--- src/rtl/mandel_pkg.sv ---
// Shared definitions for the Mandelbrot pixel path: FSM encodings, widths and the in-set colour.
package mandel_pkg;

  localparam logic [1:0] ST_IDLE = 2'd0;
  localparam logic [1:0] ST_RUN  = 2'd1;
  localparam logic [1:0] ST_DONE = 2'd2;

  localparam int COUNT_W = 11;
  localparam int COLOR_W = 8;

  localparam logic [COLOR_W-1:0] IN_SET_COLOR = 8'h00;

endpackage

--- src/rtl/mandel_color_map.sv ---
// Combinational escape-count to RGB332 colour; zero latency, no flow control.
module mandel_color_map
  import mandel_pkg::*;
#(
  parameter int MAX_ITERATIONS = 100
) (
  input  logic [COUNT_W-1:0] count_i,
  output logic [COLOR_W-1:0] color_o
);

  always_comb begin
    if (count_i >= COUNT_W'(MAX_ITERATIONS)) begin
      color_o = IN_SET_COLOR;
    end else begin
      color_o = ~count_i[COLOR_W-1:0];
    end
  end

endmodule

--- src/rtl/mandel_pixel_writer.sv ---
// Collects per-lane escape counts, writes coloured pixels one per 2 cycles (req 1 cycle after capture), holds in_ready low while a lane's register is full.
// Optional MANDEL_PERF_CNT_EN adds a saturating 32-bit RUN-cycle counter on port cycles.
module mandel_pixel_writer
  import mandel_pkg::*;
#(
  parameter int PARTITION      = 2,
  parameter int MAX_ITERATIONS = 100,
  parameter int SCREEN_W       = 640,
  parameter int SCREEN_H       = 480,
  parameter int ADDR_W         = 19
) (
  input  logic                           clk,
  input  logic                           reset,
  input  logic                           start,
  input  logic [PARTITION-1:0]           in_valid,
  input  logic [PARTITION*COUNT_W-1:0]   in_count,
  output logic [PARTITION-1:0]           in_ready,
  output logic                           mem_req,
  output logic [ADDR_W-1:0]              mem_addr,
  output logic [COLOR_W-1:0]             mem_data,
  input  logic                           mem_ack,
  output logic                           done
`ifdef MANDEL_PERF_CNT_EN
  ,
  output logic [31:0]                    cycles
`endif
);

  localparam int LANE_W = (PARTITION > 1) ? $clog2(PARTITION) : 1;
  localparam logic [ADDR_W-1:0] K_LAST = ADDR_W'(SCREEN_W / PARTITION - 1);
  localparam logic [ADDR_W-1:0] Y_LAST = ADDR_W'(SCREEN_H - 1);
  localparam logic [ADDR_W-1:0] W_STEP = ADDR_W'(SCREEN_W);
  localparam logic [ADDR_W-1:0] P_STEP = ADDR_W'(PARTITION);
  localparam logic [ADDR_W-1:0] ONE    = ADDR_W'(1);

  logic [1:0]           state_q, state_d;
  logic [COUNT_W-1:0]   cnt_q  [PARTITION];
  logic [ADDR_W-1:0]    k_q    [PARTITION];
  logic [ADDR_W-1:0]    y_q    [PARTITION];
  logic [ADDR_W-1:0]    x_q    [PARTITION];
  logic [ADDR_W-1:0]    row_q  [PARTITION];
  logic [PARTITION-1:0] full_q, fin_q;
  logic                 mem_req_q;
  logic [ADDR_W-1:0]    addr_q;
  logic [COLOR_W-1:0]   data_q;
  logic [LANE_W-1:0]    owner_q, last_q;

  logic                 run, enter_run, wr_done;
  logic                 gnt_vld;
  logic [LANE_W-1:0]    gnt_idx, cand;
  logic [COUNT_W-1:0]   gnt_cnt;
  logic [COLOR_W-1:0]   gnt_color;

  assign run       = (state_q == ST_RUN);
  assign enter_run = start && (state_q != ST_RUN);
  assign wr_done   = mem_req_q && mem_ack;
  assign in_ready  = {PARTITION{run}} & ~full_q & ~fin_q;

  // Round-robin search begins at the lane after the most recent grant.
  always_comb begin
    gnt_vld = 1'b0;
    gnt_idx = '0;
    cand    = '0;
    for (int i = 1; i <= PARTITION; i++) begin
      cand = LANE_W'((int'(last_q) + i) % PARTITION);
      if (!gnt_vld && full_q[cand]) begin
        gnt_vld = 1'b1;
        gnt_idx = cand;
      end
    end
    if (!run || mem_req_q) gnt_vld = 1'b0;
  end

  assign gnt_cnt = cnt_q[gnt_idx];

  mandel_color_map #(.MAX_ITERATIONS(MAX_ITERATIONS)) u_color_map (
    .count_i (gnt_cnt),
    .color_o (gnt_color)
  );

  always_comb begin
    state_d = state_q;
    case (state_q)
      ST_IDLE, ST_DONE: if (start) state_d = ST_RUN;
      ST_RUN:           if ((&fin_q) && !(|full_q) && !mem_req_q) state_d = ST_DONE;
      default:          state_d = ST_IDLE;
    endcase
  end

  always_ff @(posedge clk) begin
    if (reset) begin
      state_q   <= ST_IDLE;
      full_q    <= '0;
      fin_q     <= '0;
      mem_req_q <= 1'b0;
      addr_q    <= '0;
      data_q    <= '0;
      owner_q   <= '0;
      last_q    <= LANE_W'(PARTITION - 1);
      for (int p = 0; p < PARTITION; p++) begin
        cnt_q[p] <= '0;
        k_q[p]   <= '0;
        y_q[p]   <= '0;
        row_q[p] <= '0;
        x_q[p]   <= ADDR_W'(p);
      end
    end else begin
      state_q <= state_d;
      for (int p = 0; p < PARTITION; p++) begin
        if (enter_run) begin
          k_q[p]   <= '0;
          y_q[p]   <= '0;
          row_q[p] <= '0;
          x_q[p]   <= ADDR_W'(p);
          fin_q[p] <= 1'b0;
        end else if (wr_done && owner_q == LANE_W'(p)) begin
          full_q[p] <= 1'b0;
          if (k_q[p] == K_LAST) begin
            k_q[p] <= '0;
            x_q[p] <= ADDR_W'(p);
            if (y_q[p] == Y_LAST) begin
              fin_q[p] <= 1'b1;
            end else begin
              y_q[p]   <= y_q[p] + ONE;
              row_q[p] <= row_q[p] + W_STEP;
            end
          end else begin
            k_q[p] <= k_q[p] + ONE;
            x_q[p] <= x_q[p] + P_STEP;
          end
        end
        if (in_valid[p] && in_ready[p]) begin
          cnt_q[p]  <= in_count[p*COUNT_W +: COUNT_W];
          full_q[p] <= 1'b1;
        end
      end
      if (wr_done) begin
        mem_req_q <= 1'b0;
      end else if (gnt_vld) begin
        mem_req_q <= 1'b1;
        addr_q    <= row_q[gnt_idx] + x_q[gnt_idx];
        data_q    <= gnt_color;
        owner_q   <= gnt_idx;
        last_q    <= gnt_idx;
      end
    end
  end

  assign mem_req  = mem_req_q;
  assign mem_addr = addr_q;
  assign mem_data = data_q;
  assign done     = (state_q == ST_DONE);

`ifdef MANDEL_PERF_CNT_EN
  logic [31:0] cycles_q;

  always_ff @(posedge clk) begin
    if (reset || enter_run) begin
      cycles_q <= '0;
    end else if (run && cycles_q != '1) begin
      cycles_q <= cycles_q + 32'd1;
    end
  end

  assign cycles = cycles_q;
`endif

endmodule

--- config.mk ---
export PLATFORM = sky130hd
export DESIGN_NAME = mandel_pixel_writer
export DESIGN_NICKNAME = d
export VERILOG_FILES = /design/src/rtl/mandel_pkg.sv /design/src/rtl/mandel_color_map.sv /design/src/rtl/mandel_pixel_writer.sv
export SDC_FILE = /design/constraint.sdc
export NUM_CORES = 1
export LEC_CHECK = 0
export ABC_AREA = 1
export BUFFER_PORTS_ARGS = -buffer_cell sky130_fd_sc_hd__buf_4
export CORE_MARGIN = 10
export CORE_UTILIZATION = 60
export CTS_BUF_LIST = sky130_fd_sc_hd__clkbuf_8 sky130_fd_sc_hd__clkbuf_16
export DETAILED_ROUTE_END_ITERATION = 6
export HOLD_SLACK_MARGIN = 0.02
export PLACE_DENSITY = 0.8
export SYNTH_ARGS = -nofsm -noshare
export SYNTH_HDL_FRONTEND = slang
export SYNTH_SLANG_ARGS = --single-unit
--- constraint.sdc ---
create_clock -name clk -period 6.1 [get_ports clk]
set_input_delay 0.61 -clock clk [delete_from_list [all_inputs] [get_ports clk]]
set_output_delay 0.61 -clock clk [all_outputs]
set_load 0.005 [all_outputs]
==> results.toml <==
[routing]
initialDrtViolationCount = 607
drc = 0
firstDrtPassIters = 5
drt-wirelength-per-cell_um = 14.9
ant_nets = 0
vias = 9371
vias_per_cell = 5.49
drt-total-wl_um = 25400

[synthesis]
synth_nets = 1460
yosysWarnings = 0
yosysMostFrequentCell = "nand2_1"
ys_top_cells_by_area = "edfxtp_1 (42%), nand2_1 (10%), nor2_1 (8.5%)"
syn_avg_cell_area_um2 = 7.94
yosys.area.top_type = "edfxtp_1"
synth.top_cells.by_count = "nand2_1 (311), nor2_1 (255), inv_1 (189)"
ys_async_sr_fraction = 0
synth.yosys.seq_area_share = 0.486
synth.distinct_cells = 40
synth_cells = 1412
syn_area_mm2 = 0.0112
synthFlopType = "edfxtp_1"
synth_top_cell_area_share = 0.423
synth_edf_count = 158
synth_seq_cells = 193

[clock_network]
cts_tree = "built"
clockBufferDepth = 2
numClockSinks = 193
clk_pin_slew_ns = 0.07
cts_resized = 0
root_buffer = "clkbuf_16"
ctsHoldBuffers = 0
clock_latency_ns = 0.44
post-cts-setup-buffers = 0
cts_buffers = 17
h-tree-depth = 4

[global_route]
grt_max_degree = 62
grt_pass1_vias = 8791
grt_pass1_wl_um = 42200
grt_overflow = 0
grt_antenna_before_repair = 0
grt_usage = 0.208

[power]
sw_frac_of_total = 0.254
p_clk_frac = 0.380
peakVddDrop_uv = 201
combinationalPowerShare = 0.099
p_int_mw = 2.25
power.share.sequential = 0.521
p_leak_nw = 5.01
p_switching_mw = 0.766
power_density_mw_per_mm2 = 243

[critical_path]
crit_path_cell_trace = "nand2_2 -> inv_1 -> nand2_1 -> nand2_1 -> ha_1 -> inv_1 -> fa_1 -> inv_1 -> nand3_1 -> nand3_1 -> nand2_1 -> a21o_1 -> nand3_1 -> nand2_1 -> inv_1"
crit_path_start = "full_q[1]"
r2r_slack_ns = 2.79
cp_slowest_stage_delay_ns = 0.62
startpoint_type = "flop"
cp_top_family = "simple AND/OR/NAND/NOR gates"
r2r.worst_path.cells = 15
r2r_end = "mem_addr[15]"
path_max_fanout = 61
endpoint_kind = "flop"
crit_buf_inv = 4
slowest_stage = "inv_1"
worstPathRequired_ns = 6.48
reg2reg_from = "full_q[1]"
critical_path_class = "reg2reg"
cp.arrival_ns = 3.70

[placed_design]
dp_hpwl_um = 18400
io_buffers = 58
gp_congestion = 0.936
place_area_mm2 = 0.0118

[timing]
skew_ns = 0.0112
worstMarginPinSlew_ns = 0.999
hold_viol_final = 0
post-route-period-util = 0.543
rsz0062_at_grt = "false"
setup_viol_count_final = 0
min_period_ns = 3.31
fmax_mhz = 302
max-slew-margin-rel = 0.332
fin_setup_tns_ns = 0
slew_viol_final = 0

[die]
initial_utilization = 0.618
pin_count = 59
row_count = 49
core_area_mm2 = 0.0181
die_h_um = 157
die_x_um = 157
fp.dieArea_mm2 = 0.0246

[final_layout]
antenna_cells = 0
syn_to_final_growth_pct = 10.7
layout.nets = 1512
fillCellCount = 1461
drive_above_1_share = 0.0894
design_area_mm2 = 0.0124

[worst_hold_path]
hold_class = "in2reg"
min_from = "start"
holdPathStages = 3
min_to = "state_q[0]"

[job]
drv_cap = 0

[status]
status = "complete, no violations"
## kinds of logic after synthesis
logic type	Yosys count	share of synthesized area
and+or+nand+nor	777	0.300
DFF	193	0.486
muxes	2	0.00179
xor gates and xnor gates	55	0.0430
AOI/OAI and AO/OA	144	0.0684
buffers and inverters	221	0.0782
adders and majority gates	20	0.0230
## routing by layer
layer	vias to the layer above	GRT usage	routed length, µm
li1	4724	-	-
met1	4361	0.267	11300
met2	262	0.353	12300
met3	24	0.0406	1530
met4	0	0.0544	292
met5	-	0	0
## stage by stage
stage | worst slack (ns) | hold slack (ns) | instances | utilization | total power, mW
2_1_floorplan | 2.26 | 0.429 | 1412 | - | 1.79
3_3_place_gp | 2.97 | 0.446 | 1674 | 0.651 | 1.88
3_5_place_dp | 2.84 | 0.447 | 1674 | 0.651 | 1.89
4_1_cts | 2.82 | 0.440 | 1706 | 0.684 | 3.03
5_1_grt | 2.52 | 0.462 | 1706 | 0.684 | 3.12
6_report | 2.79 | 0.448 | 1706 | 0.684 | 3.02
## placed cells by master, fill, tap and decap left out, types with 5 or more instances in the layout
cell	count
nand2_1	311
xor2_1	44
or2_2	9
dfxtp_1	35
nand3b_1	5
xnor2_1	11
buf_4	63
a21oi_1	75
nand4_1	42
a21oi_2	7
nor2_2	5
edfxtp_1	158
nor3b_1	5
o21ai_0	51
clkbuf_16	17
nand3_1	80
nor2_1	255
ha_1	19
nor3_1	45
nand2_2	5
inv_1	192
## cell type report
type                       instances  area, µm²  share of cell area
sequential                       193       5450               0.439
multi-input combinational        998       4900               0.395
inverter                         191        717              0.0577
timing repair buffer              63        473              0.0381
clock buffer                      17        425              0.0343
tap                              229        287              0.0231
clock inverter                    15        169              0.0136
## power groups by stage
stage / combinational (mW) / clock [mW] / sequential, mW
floorplan: 0.206 / 0 / 1.58
global placement: 0.289 / 0 / 1.60
detailed placement: 0.294 / 0 / 1.60
CTS: 0.297 / 1.16 / 1.57
global route: 0.337 / 1.20 / 1.58
finish: 0.298 / 1.15 / 1.57
## how the worst max path moves through the flow
stage,end,depth (start not counted)
floorplan,k_q[0][0],2
global placement,mem_addr[15],16
detailed placement,mem_addr[15],15
CTS,mem_addr[15],15
global route,mem_addr[15],15
finish,mem_addr[15],15
## registers in the layout (all words and copies together), names as in the netlist
name and count:
k_q 38, y_q 38, x_q 36, row_q 24, cnt_q 22, mem_addr 19, mem_data 8, fin_q 2
full_q 2, state_q 2, last_q 1, mem_req 1
## worst register-to-register path: stages, from the launching register on
cell and delay [ns]:
dfxtp_1 0.43, nand2_2 0.60, inv_1 0.64, nand2_1 0.10
nand2_1 0.08, ha_1 0.20, inv_1 0.07, fa_1 0.41
inv_1 0.09, nand3_1 0.07, nand3_1 0.15, nand2_1 0.09
a21o_1 0.18, nand3_1 0.07, nand2_1 0.05, inv_1 0.04
(Power assumes the default switching activity.)
